==> src/rtl/mem_axi_upsizer.sv <==
// 64-bit core AXI4 master to 128-bit DDR AXI4 slave bridge.
// Remaps addresses, steers write strobes into byte lanes and picks read halves per beat.
module mem_axi_upsizer #(
  parameter logic [3:0] BASE_NIBBLE = 4'h1,
  parameter int S_ID_W   = 4,
  parameter int M_ID_W   = 6,
  parameter int M_ADDR_W = 49
) (
  input  logic                clock,
  input  logic                reset_n,
  // core write address
  input  logic                s_aw_valid,
  output logic                s_aw_ready,
  input  logic [S_ID_W-1:0]   s_aw_id,
  input  logic [31:0]         s_aw_addr,
  input  logic [7:0]          s_aw_len,
  input  logic [2:0]          s_aw_size,
  input  logic [1:0]          s_aw_burst,
  input  logic                s_aw_lock,
  input  logic [3:0]          s_aw_cache,
  input  logic [2:0]          s_aw_prot,
  input  logic [3:0]          s_aw_qos,
  // core write data
  input  logic                s_w_valid,
  output logic                s_w_ready,
  input  logic [63:0]         s_w_data,
  input  logic [7:0]          s_w_strb,
  input  logic                s_w_last,
  // core write response
  output logic                s_b_valid,
  input  logic                s_b_ready,
  output logic [S_ID_W-1:0]   s_b_id,
  output logic [1:0]          s_b_resp,
  // core read address
  input  logic                s_ar_valid,
  output logic                s_ar_ready,
  input  logic [S_ID_W-1:0]   s_ar_id,
  input  logic [31:0]         s_ar_addr,
  input  logic [7:0]          s_ar_len,
  input  logic [2:0]          s_ar_size,
  input  logic [1:0]          s_ar_burst,
  input  logic                s_ar_lock,
  input  logic [3:0]          s_ar_cache,
  input  logic [2:0]          s_ar_prot,
  input  logic [3:0]          s_ar_qos,
  // core read data
  output logic                s_r_valid,
  input  logic                s_r_ready,
  output logic [S_ID_W-1:0]   s_r_id,
  output logic [63:0]         s_r_data,
  output logic [1:0]          s_r_resp,
  output logic                s_r_last,
  // DDR write address
  output logic                m_aw_valid,
  input  logic                m_aw_ready,
  output logic [M_ID_W-1:0]   m_aw_id,
  output logic [M_ADDR_W-1:0] m_aw_addr,
  output logic [7:0]          m_aw_len,
  output logic [2:0]          m_aw_size,
  output logic [1:0]          m_aw_burst,
  output logic                m_aw_lock,
  output logic [3:0]          m_aw_cache,
  output logic [2:0]          m_aw_prot,
  output logic [3:0]          m_aw_qos,
  // DDR write data
  output logic                m_w_valid,
  input  logic                m_w_ready,
  output logic [127:0]        m_w_data,
  output logic [15:0]         m_w_strb,
  output logic                m_w_last,
  // DDR write response
  input  logic                m_b_valid,
  output logic                m_b_ready,
  input  logic [M_ID_W-1:0]   m_b_id,
  input  logic [1:0]          m_b_resp,
  // DDR read address
  output logic                m_ar_valid,
  input  logic                m_ar_ready,
  output logic [M_ID_W-1:0]   m_ar_id,
  output logic [M_ADDR_W-1:0] m_ar_addr,
  output logic [7:0]          m_ar_len,
  output logic [2:0]          m_ar_size,
  output logic [1:0]          m_ar_burst,
  output logic                m_ar_lock,
  output logic [3:0]          m_ar_cache,
  output logic [2:0]          m_ar_prot,
  output logic [3:0]          m_ar_qos,
  // DDR read data
  input  logic                m_r_valid,
  output logic                m_r_ready,
  input  logic [M_ID_W-1:0]   m_r_id,
  input  logic [127:0]        m_r_data,
  input  logic [1:0]          m_r_resp,
  input  logic                m_r_last
);

  typedef enum logic [1:0] {W_IDLE, W_DATA, W_RESP} w_state_t;
  typedef enum logic {R_IDLE, R_DATA} r_state_t;

  w_state_t    w_state;
  r_state_t    r_state;
  logic [11:0] w_addr;
  logic [11:0] r_addr;
  logic        unused_bits;

  // Beat addresses never leave a 4KB page, so 12 bits carry all the arithmetic.
  function automatic logic [11:0] next_beat(input logic [11:0] addr, input logic [7:0] len,
                                            input logic [2:0] size, input logic [1:0] burst);
    logic [1:0]  sz;
    logic [11:0] inc;
    logic [11:0] mask;
    sz   = (size > 3'd3) ? 2'd3 : size[1:0];
    inc  = 12'd1 << sz;
    mask = (({4'd0, len} + 12'd1) << sz) - 12'd1;
    case (burst)
      2'b01:   return addr + inc;
      2'b10:   return (addr & ~mask) | ((addr + inc) & mask);
      default: return addr;
    endcase
  endfunction

  always_ff @(posedge clock or negedge reset_n) begin
    if (!reset_n) begin
      w_state    <= W_IDLE;
      s_aw_ready <= 1'b0;
      m_aw_valid <= 1'b0;
      m_aw_id    <= '0;
      m_aw_addr  <= '0;
      m_aw_len   <= '0;
      m_aw_size  <= '0;
      m_aw_burst <= '0;
      m_aw_lock  <= 1'b0;
      m_aw_cache <= '0;
      m_aw_prot  <= '0;
      m_aw_qos   <= '0;
      w_addr     <= '0;
    end else begin
      if (m_aw_valid && m_aw_ready)
        m_aw_valid <= 1'b0;
      case (w_state)
        W_IDLE: begin
          if (s_aw_valid && s_aw_ready) begin
            m_aw_valid <= 1'b1;
            m_aw_id    <= {{(M_ID_W-S_ID_W){1'b0}}, s_aw_id};
            m_aw_addr  <= {{(M_ADDR_W-32){1'b0}}, BASE_NIBBLE, s_aw_addr[27:0]};
            m_aw_len   <= s_aw_len;
            m_aw_size  <= s_aw_size;
            m_aw_burst <= s_aw_burst;
            m_aw_lock  <= s_aw_lock;
            m_aw_cache <= s_aw_cache;
            m_aw_prot  <= s_aw_prot;
            m_aw_qos   <= s_aw_qos;
            w_addr     <= s_aw_addr[11:0];
            s_aw_ready <= 1'b0;
            w_state    <= W_DATA;
          end else begin
            s_aw_ready <= !(m_aw_valid && !m_aw_ready);
          end
        end
        W_DATA: begin
          if (s_w_valid && s_w_ready) begin
            w_addr <= next_beat(w_addr, m_aw_len, m_aw_size, m_aw_burst);
            if (s_w_last)
              w_state <= W_RESP;
          end
        end
        W_RESP: begin
          if (m_b_valid && s_b_ready) begin
            w_state    <= W_IDLE;
            s_aw_ready <= !(m_aw_valid && !m_aw_ready);
          end
        end
        default: w_state <= W_IDLE;
      endcase
    end
  end

  always_ff @(posedge clock or negedge reset_n) begin
    if (!reset_n) begin
      r_state    <= R_IDLE;
      s_ar_ready <= 1'b0;
      m_ar_valid <= 1'b0;
      m_ar_id    <= '0;
      m_ar_addr  <= '0;
      m_ar_len   <= '0;
      m_ar_size  <= '0;
      m_ar_burst <= '0;
      m_ar_lock  <= 1'b0;
      m_ar_cache <= '0;
      m_ar_prot  <= '0;
      m_ar_qos   <= '0;
      r_addr     <= '0;
    end else begin
      if (m_ar_valid && m_ar_ready)
        m_ar_valid <= 1'b0;
      case (r_state)
        R_IDLE: begin
          if (s_ar_valid && s_ar_ready) begin
            m_ar_valid <= 1'b1;
            m_ar_id    <= {{(M_ID_W-S_ID_W){1'b0}}, s_ar_id};
            m_ar_addr  <= {{(M_ADDR_W-32){1'b0}}, BASE_NIBBLE, s_ar_addr[27:0]};
            m_ar_len   <= s_ar_len;
            m_ar_size  <= s_ar_size;
            m_ar_burst <= s_ar_burst;
            m_ar_lock  <= s_ar_lock;
            m_ar_cache <= s_ar_cache;
            m_ar_prot  <= s_ar_prot;
            m_ar_qos   <= s_ar_qos;
            r_addr     <= s_ar_addr[11:0];
            s_ar_ready <= 1'b0;
            r_state    <= R_DATA;
          end else begin
            s_ar_ready <= !(m_ar_valid && !m_ar_ready);
          end
        end
        R_DATA: begin
          if (m_r_valid && s_r_ready) begin
            r_addr <= next_beat(r_addr, m_ar_len, m_ar_size, m_ar_burst);
            if (m_r_last) begin
              r_state    <= R_IDLE;
              s_ar_ready <= !(m_ar_valid && !m_ar_ready);
            end
          end
        end
        default: r_state <= R_IDLE;
      endcase
    end
  end

  // Data channels are gated by state so nothing leaks through outside a burst.
  assign m_w_valid = s_w_valid && (w_state == W_DATA);
  assign s_w_ready = m_w_ready && (w_state == W_DATA);
  assign m_w_data  = {s_w_data, s_w_data};
  assign m_w_strb  = w_addr[3] ? {s_w_strb, 8'h00} : {8'h00, s_w_strb};
  assign m_w_last  = s_w_last;

  assign s_b_valid = m_b_valid && (w_state == W_RESP);
  assign m_b_ready = s_b_ready && (w_state == W_RESP);
  assign s_b_id    = m_b_id[S_ID_W-1:0];
  assign s_b_resp  = m_b_resp;

  assign s_r_valid = m_r_valid && (r_state == R_DATA);
  assign m_r_ready = s_r_ready && (r_state == R_DATA);
  assign s_r_id    = m_r_id[S_ID_W-1:0];
  assign s_r_data  = r_addr[3] ? m_r_data[127:64] : m_r_data[63:0];
  assign s_r_resp  = m_r_resp;
  assign s_r_last  = m_r_last;

  assign unused_bits = ^{s_aw_addr[31:28], s_ar_addr[31:28],
                         m_b_id[M_ID_W-1:S_ID_W], m_r_id[M_ID_W-1:S_ID_W]};

endmodule
==> config.mk <==
export PLATFORM = sky130hd
export DESIGN_NAME = mem_axi_upsizer
export DESIGN_NICKNAME = d
export VERILOG_FILES = /design/src/rtl/mem_axi_upsizer.sv
export SDC_FILE = /design/constraint.sdc
export NUM_CORES = 1
export LEC_CHECK = 0
export BUFFER_PORTS_ARGS = -buffer_cell sky130_fd_sc_hd__buf_2
export CORE_AREA = 2 2 291 293
export CTS_CLUSTER_SIZE = 8
export DETAILED_ROUTE_END_ITERATION = 8
export DIE_AREA = 0 0 293 295
export PLACE_DENSITY_LB_ADDON = 0.25
export SKIP_LAST_GASP = 1
export SYNTH_ARGS = -nofsm -noshare
export SYNTH_HDL_FRONTEND = slang
export SYNTH_SLANG_ARGS = --single-unit
==> constraint.sdc <==
create_clock -name clock -period 3.1 [get_ports clock]
set_clock_uncertainty 0.1 [all_clocks]
set_input_delay 0.465 -clock clock [delete_from_list [all_inputs] [get_ports clock]]
set_output_delay 0.465 -clock clock [all_outputs]
set_load 0.01 [all_outputs]
==> results of run 1 <==
[routing by layer]
metal	global-route usage (%)	up-vias	part of all wire, %
met2	15.2	447	46
met3	7.19	54	17
met5	0	-	0.031
met4	4.18	2	3.4
li1	-	2878	-
met1	8.97	2920	34
[worst max-delay path by stage]
stage / slack (ps) / start / endpoint
after global routing: 270 / flip-flop / s_r_data[40]
final: 410 / flip-flop / s_r_data[40]
after detailed placement: 650 / m_ar_size[2] / flip-flop
after CTS: 310 / flip-flop / s_r_data[40]
after floorplan: 680 / m_ar_size[0] / flip-flop
after global placement: 610 / m_ar_size[2] / flip-flop
[flip-flops by register name (all words and copies together), names as in the netlist, 2 cells and up, named ones only]
register,count
m_aw_id,4
m_aw_len,8
m_ar_id,4
m_aw_addr,29
m_ar_qos,4
m_ar_len,8
m_ar_addr,29
m_ar_cache,4
m_aw_prot,3
m_aw_size,3
m_aw_cache,4
m_ar_size,3
m_aw_burst,2
m_aw_qos,4
m_ar_burst,2
m_ar_prot,3
w_state,2
[cell usage after synthesis (2+ instances only)]
cell type	instances
o31ai_1	2
dfrtp_1	131
mux2_1	12
o21ai_0	17
buf_2	8
nand3b_1	3
nor2b_1	12
a221oi_1	2
and2_1	12
and3_1	2
xor2_1	6
nor2_1	9
o211ai_1	3
inv_1	15
a311oi_1	2
clkbuf_1	16
nor3b_1	2
a21oi_1	17
fa_1	2
a21o_1	4
xnor2_1	5
nor3_1	7
buf_1	6
nand2b_1	10
buf_4	186
mux2i_1	2
nand2_1	21
mux2_2	166
nand3_1	5
ha_1	10
[kinds of logic (layout without fill, tap and decap cells)]
group,Yosys count,after routing,share of synthesized area [%]
buffers and inverters,232,529,19.6
multiplexers,180,180,25.2
flip-flops,131,131,40.7
AND/OR/NAND/NOR,87,87,5.85
AO/OA/AOI/OAI,61,61,5.10
adder cells (fa/ha/maj),12,12,2.05
XOR/XNOR,12,12,1.40
other,1,47,0.0466
[power breakdown]
group | switching, mW | internal [mW] | total, mW
logic | 2.76 | 2.50 | 5.25
clock network | 0.869 | 1.11 | 1.98
registers | 0.783 | 2.57 | 3.36
total | 4.41 | 6.18 | 10.6
[final cells by class]
| cell class | instances | area [um2] |
|---|---|---|
| Tap cell | 1080 | 1350 |
| Multi-Input combinational cell | 396 | 3350 |
| Antenna cell | 3 | 7.51 |
| Clock inverter | 13 | 113 |
| Clock buffer | 18 | 439 |
| Sequential cell | 131 | 3280 |
| Inverter | 15 | 56.3 |
| Fill cell | 9471 | 72100 |
| Timing Repair Buffer | 483 | 2490 |
[tightest hold or removal path, stage by stage]
cell and delay, ps:
buf_2 80, nand2_1 40, o21ai_0 60
[metrics by stage]
stage,util [%],instances,power [mW],setup WS (ps),cell area [um2]
2_1_floorplan,-,759,6.49,680,8210
3_3_place_gp,12.7,2104,8.77,606,10500
3_5_place_dp,12.7,2104,8.80,652,10500
4_1_cts,13.3,2136,10.9,311,11100
5_1_grt,13.3,2138,11.5,267,11100
6_report,13.3,2139,10.6,408,11100
==> results.md, run 1 <==
- Status: complete, no violations
- Final Slew Violations: 0
- CTS sink cnt: 131
- Peak supply drop: roughly 0.00043 V
- Area Growth Syn to Fin: 37.9%
- CP Buf/Inv Count: 2
- Most common flop cell mapped by yosys: dfrtp_1
- Vias in the first global route: 6628
- R2R Setup Slk: about 700 ps
- CP max-delay cell: dfrtp_4
- Max FO, Critical Path: 53
- First-pass GRT wire length: 54.5 mm
- Crit end category: primary output
- HP Class: in2reg
- Hold slack final: 112 ps
- H-tree levels: 4
- Syn. warnings: 0
- Ratio of cells with drive above 1 in the final layout: 65.1%
- EDFF count, synth: 0
- Postcts setup bufs: 0
- Worst min-delay path startpoint: s_aw_burst[0]
- Worst skew pair latency: 460 ps
- CP Launch Type: flip-flop
- Hold EP: m_aw_burst[0]
- Port bufs: 471
- Row cnt: 106
- Max-cap violations: 0
- FF-to-FF Start: m_ar_size[2]
- Antenna violations before repair: 11
- Core area: approximately 83000 um2
- Die ar.: 86400 um2
- Global router's overall resource usage: 9.45%
- Initial Util: approximately a tenth
- # DRC: 0
- Remaining antenna violation count: 0
- Crit-path max cell delay: 830 ps
- Total wire length: 42.1 mm
- Worst-Margin Slew: 743 ps
- DPL Wire Length: 36.4 mm
- TritonCTS clock tree: done
- GR Overflow Total: 0
- CP Data Required Time: 2530 ps
- Endpoints failing hold: 0
- RSZ-0062 raised after global routing: false
- Synth Cell Area: 8050 um2
- Fmax: 0.372 GHz
- Post-Synthesis Cells: 716
- Vias/cell: approximately 3
- Top cells by area, synth: dfrtp_1 (41%), mux2_2 (23%), buf_4 (17%)
- Synth area leader: dfrtp_1
- Most frequent cells in the layout: buf_2 (470), mux2_2 (166), dfrtp_1 (130)
- Syn avg cell area: 11.2 um2
- Max Root-Sink Buffers: 2
- Arrival @ worst endpoint: between 2000 and 2500 ps
- Root buffer cell: clkbuf_16
- Seq/Total Area, Yosys: 40.7%
- DIE HEIGHT: 295 um
- Chip Width: 293 um
- Post-synth top area share: between 40% and 50%
- Max transition margin: a little over 50%
- Initial drt markers: 148
- Hold Crit Depth: 3
- Ys async rst share: 100%
- Clk slew on worst S/H paths: 60 ps
- GP Congestion: 0.743
- Power density cells: 955 nW/um2
- Fin crit share: 86.8%
- Pleak: 5.15 nW
- Final setup violation count: 0
- Number of synthesized register bits: 131
- Wirelength per Cell: 19.7 um
- WP depth: 3
- Largest net degree at the start of global routing: 64
- CTS Hold Bufs: 1
- Reg2Reg Depth: 8
- Worst path cell trace: buf_4 > mux2_2 > buf_2
- # resized after CTS: 0
- Post-layout net count: 1408
- Post-synth cell types: 51
- TritonRoute pass-1 iters: 4
- Final min period: 2690 ps
- Top Family by Delay on Critical Path: flip-flops
- CTS Buf Count: 17
- Crit path kind: reg2out
- Io pins: about 740
- Setup TNS: 0 ps
- Vias: 6301
- Most common cell after layout, fill and taps aside: buf_2
(Power assumes the default switching activity.)
==> run 2, diff against run 1 <==
GPL_TIMING_DRIVEN = 0   (was not set)
==> results.md, run 2 (synthesized netlist as in run 1, its figures left out) <==
- Most frequent cells in the layout: buf_2 (619), buf_4 (186), mux2_2 (166)
- DPL Wire Length: 39.9 mm (+9.7%)
- Placed insts: 2451 (+16%)
- Largest net degree at the start of global routing: 85 (+33%)
- Logic gate share of total power: 53.7% (+4.1 points)
- Clk pwr share: 18.1% (-0.6 points)
- Status: complete, no violations
- Max FO, Critical Path: 10 (-81%)
- TritonCTS clock tree: done
- Crit path kind: reg2out
- Final min period: 2820 ps (+132 ps)
- Arrival @ worst endpoint: 2260 ps (+130 ps)
- TritonRoute pass-1 iters: 5 (+1)
- Endpoints failing hold: 0 (unchanged)
- Final setup violation count: 0 (unchanged)
- Peak supply drop: 0.000452 V (+6.1%)
- H-tree levels: 4 (unchanged)
- Power density cells: 831 nW/um2 (-13%)
- NetSw: 4.59 mW (+4.1%)
- Total wire length: 45.4 mm (+7.7%)
- Remaining antenna violation count: 0 (unchanged)
- Post-placement cell area: 12700 um2 (+20%)
- Vias: 7530 (+20%)
- Antenna violations before repair: 10 (-1)
- CP Launch Type: flip-flop
- Final Slew Violations: 0 (unchanged)
- Row cnt: 106 (unchanged)
- Wirelength per Cell: 18.2 um (-7.3%)
- Fin cells: 2487 (+16%)
- Seq pwr share: 28.2% (-3.5 points)
- Max Root-Sink Buffers: 2 (unchanged)
- Fin crit share: 91.1% (+4.2 points)
- Sw Share: 41.7% (+0.11 points)
- P_int: 6.41 mW (+3.6%)
- Global router's overall resource usage: 10.1% (+0.62 points)
- RSZ-0062 raised after global routing: false
- Pleak: 6.64 nW (+29%)
- Post-layout net count: 1755 (+25%)
- Root buffer cell: clkbuf_16
- Post-Place Setup Slack: -35.9 ps (-688 ps)
- Post-layout instance area: 13200 um2 (+19%)
- Top flop regs: m_ar_addr x29, m_aw_addr x29
- Most common cell after layout, fill and taps aside: buf_2
- Initial Util: 9.67% (unchanged)
- Setup ws final: 277 ps (-132 ps)
- Worst-Margin Slew: 1210 ps (+471 ps)
- Number of fill cells in the layout: 9483 (+0.13%)
- HP Class: in2reg
- Chip Width: 293 um (unchanged)
- Clk slew on worst S/H paths: 60 ps (about the same)
- CTS sink cnt: 131 (unchanged)
- Max-cap violations: 0 (unchanged)
- Fmax: 0.354 GHz (-4.7%)
- Postcts setup bufs: 0 (unchanged)
- Area Growth Syn to Fin: 64.5%
- R2R Setup Slk: 330 ps (-370 ps)
- Port bufs: 611 (+30%)
- GR Overflow Total: 0 (unchanged)
- Io pins: 744 (unchanged)
- DIE HEIGHT: 295 um (unchanged)
- Ratio of cells with drive above 1 in the final layout: 72.3% (+7.2 points)
- Initial drt markers: 153 (+3.4%)
- # DRC: 0 (unchanged)
- GP Congestion: 0.764 (+2.9%)
- CTS Buf Count: 17 (unchanged)
- Vias in the first global route: 7666 (+16%)
- Worst skew pair latency: 470 ps (about the same)
- Core area: 83200 um2 (unchanged)
- First-pass GRT wire length: 59.4 mm (+8.9%)
- CP Data Required Time: 2530 ps (about the same)
- Crit end category: primary output
- Max transition margin: 19.1% (-31 points)
- Die ar.: 86400 um2 (unchanged)
- Vias/cell: 3.03 (+2.8%)
[run 2: changes by cell type in the layout (fill, tap and decap cells not counted)]
cell	delta
clkinvlp_4	+1
diode_2	+1
buf_1	+2
buf_12	-3
buf_2	+149
clkinv_2	-2
clkbuf_4	+1
buf_4	+178
clkbuf_2	+3
clkbuf_1	+17
buf_16	+1
dfrtp_1	+1
dfrtp_4	-1
[run 2: final cells by class]
| cell class | instances | area (um2) | share of cell area, % |
|---|---|---|---|
| timing repair buffer | 613 | 3100 | 23.4 |
| antenna | 4 | 10.0 | 0.0756 |
| inverter | 15 | 56.3 | 0.425 |
| clock buffer | 19 | 443 | 3.35 |
| sequential | 131 | 3280 | 24.8 |
| buffer | 217 | 1530 | 11.6 |
| multi-input combinational | 396 | 3350 | 25.3 |
| tap | 1080 | 1350 | 10.2 |
| clock inverter | 12 | 110 | 0.832 |
[run 2: worst paths after layout]
check                              start            end  cells past startpoint
hold / removal             s_aw_burst[0]  m_aw_burst[0]                      3
setup / recovery               flip-flop   s_r_data[54]                      4
max in group asynchronous        reset_n  m_ar_addr[17]                      3
hold reg to reg            m_ar_addr[28]  m_ar_addr[28]                      1
min in group asynchronous        reset_n    m_aw_len[3]                      2
setup reg to reg                 r_state   m_ar_addr[7]                      4
[run 2: power groups by stage]
stage	Clock (mW)	Combinational [mW]	Sequential, mW
2_1_floorplan	0	3.05	3.44
3_3_place_gp	0	6.04	3.12
3_5_place_dp	0	6.09	3.13
4_1_cts	2.11	6.11	3.13
5_1_grt	2.17	6.53	3.24
6_report	1.99	5.90	3.10
[run 2: routing by layer]
layer,share of wire [%],vias to the layer above,GRT usage [%]
li1,-,3571,-
met1,38,3517,10.8
met2,48,398,16.6
met3,12,42,5.91
met4,1.8,2,3.33
met5,0.029,-,0
[run 2: repair_timing]
action                     4_1_cts  5_1_grt
pin swaps                        0        0
setup endpoints to repair       29       17
hold buffers                     1        0
cloned                           0        0
resized for setup                2        3
hold endpoints to repair        47        0
[run 2: stage by stage]
| stage | hold WS, ps | util [%] | TNS, ps | power (mW) |
|---|---|---|---|---|
| after floorplan | 69.4 | - | 0 | 6.49 |
| after global placement | 346 | 15.2 | -87950 | 9.17 |
| after detailed placement | 347 | 15.2 | -276 | 9.22 |
| after CTS | 57.6 | 15.9 | 0 | 11.3 |
| after global routing | 62.8 | 15.9 | 0 | 11.9 |
| final | 103 | 15.9 | 0 | 11.0 |
[run 2: worst max-delay path, stage by stage (launching register included)]
cell and delay [ps]:
dfrtp_1 510, buf_2 330, clkbuf_4 330, mux2_2 370
buf_2 220
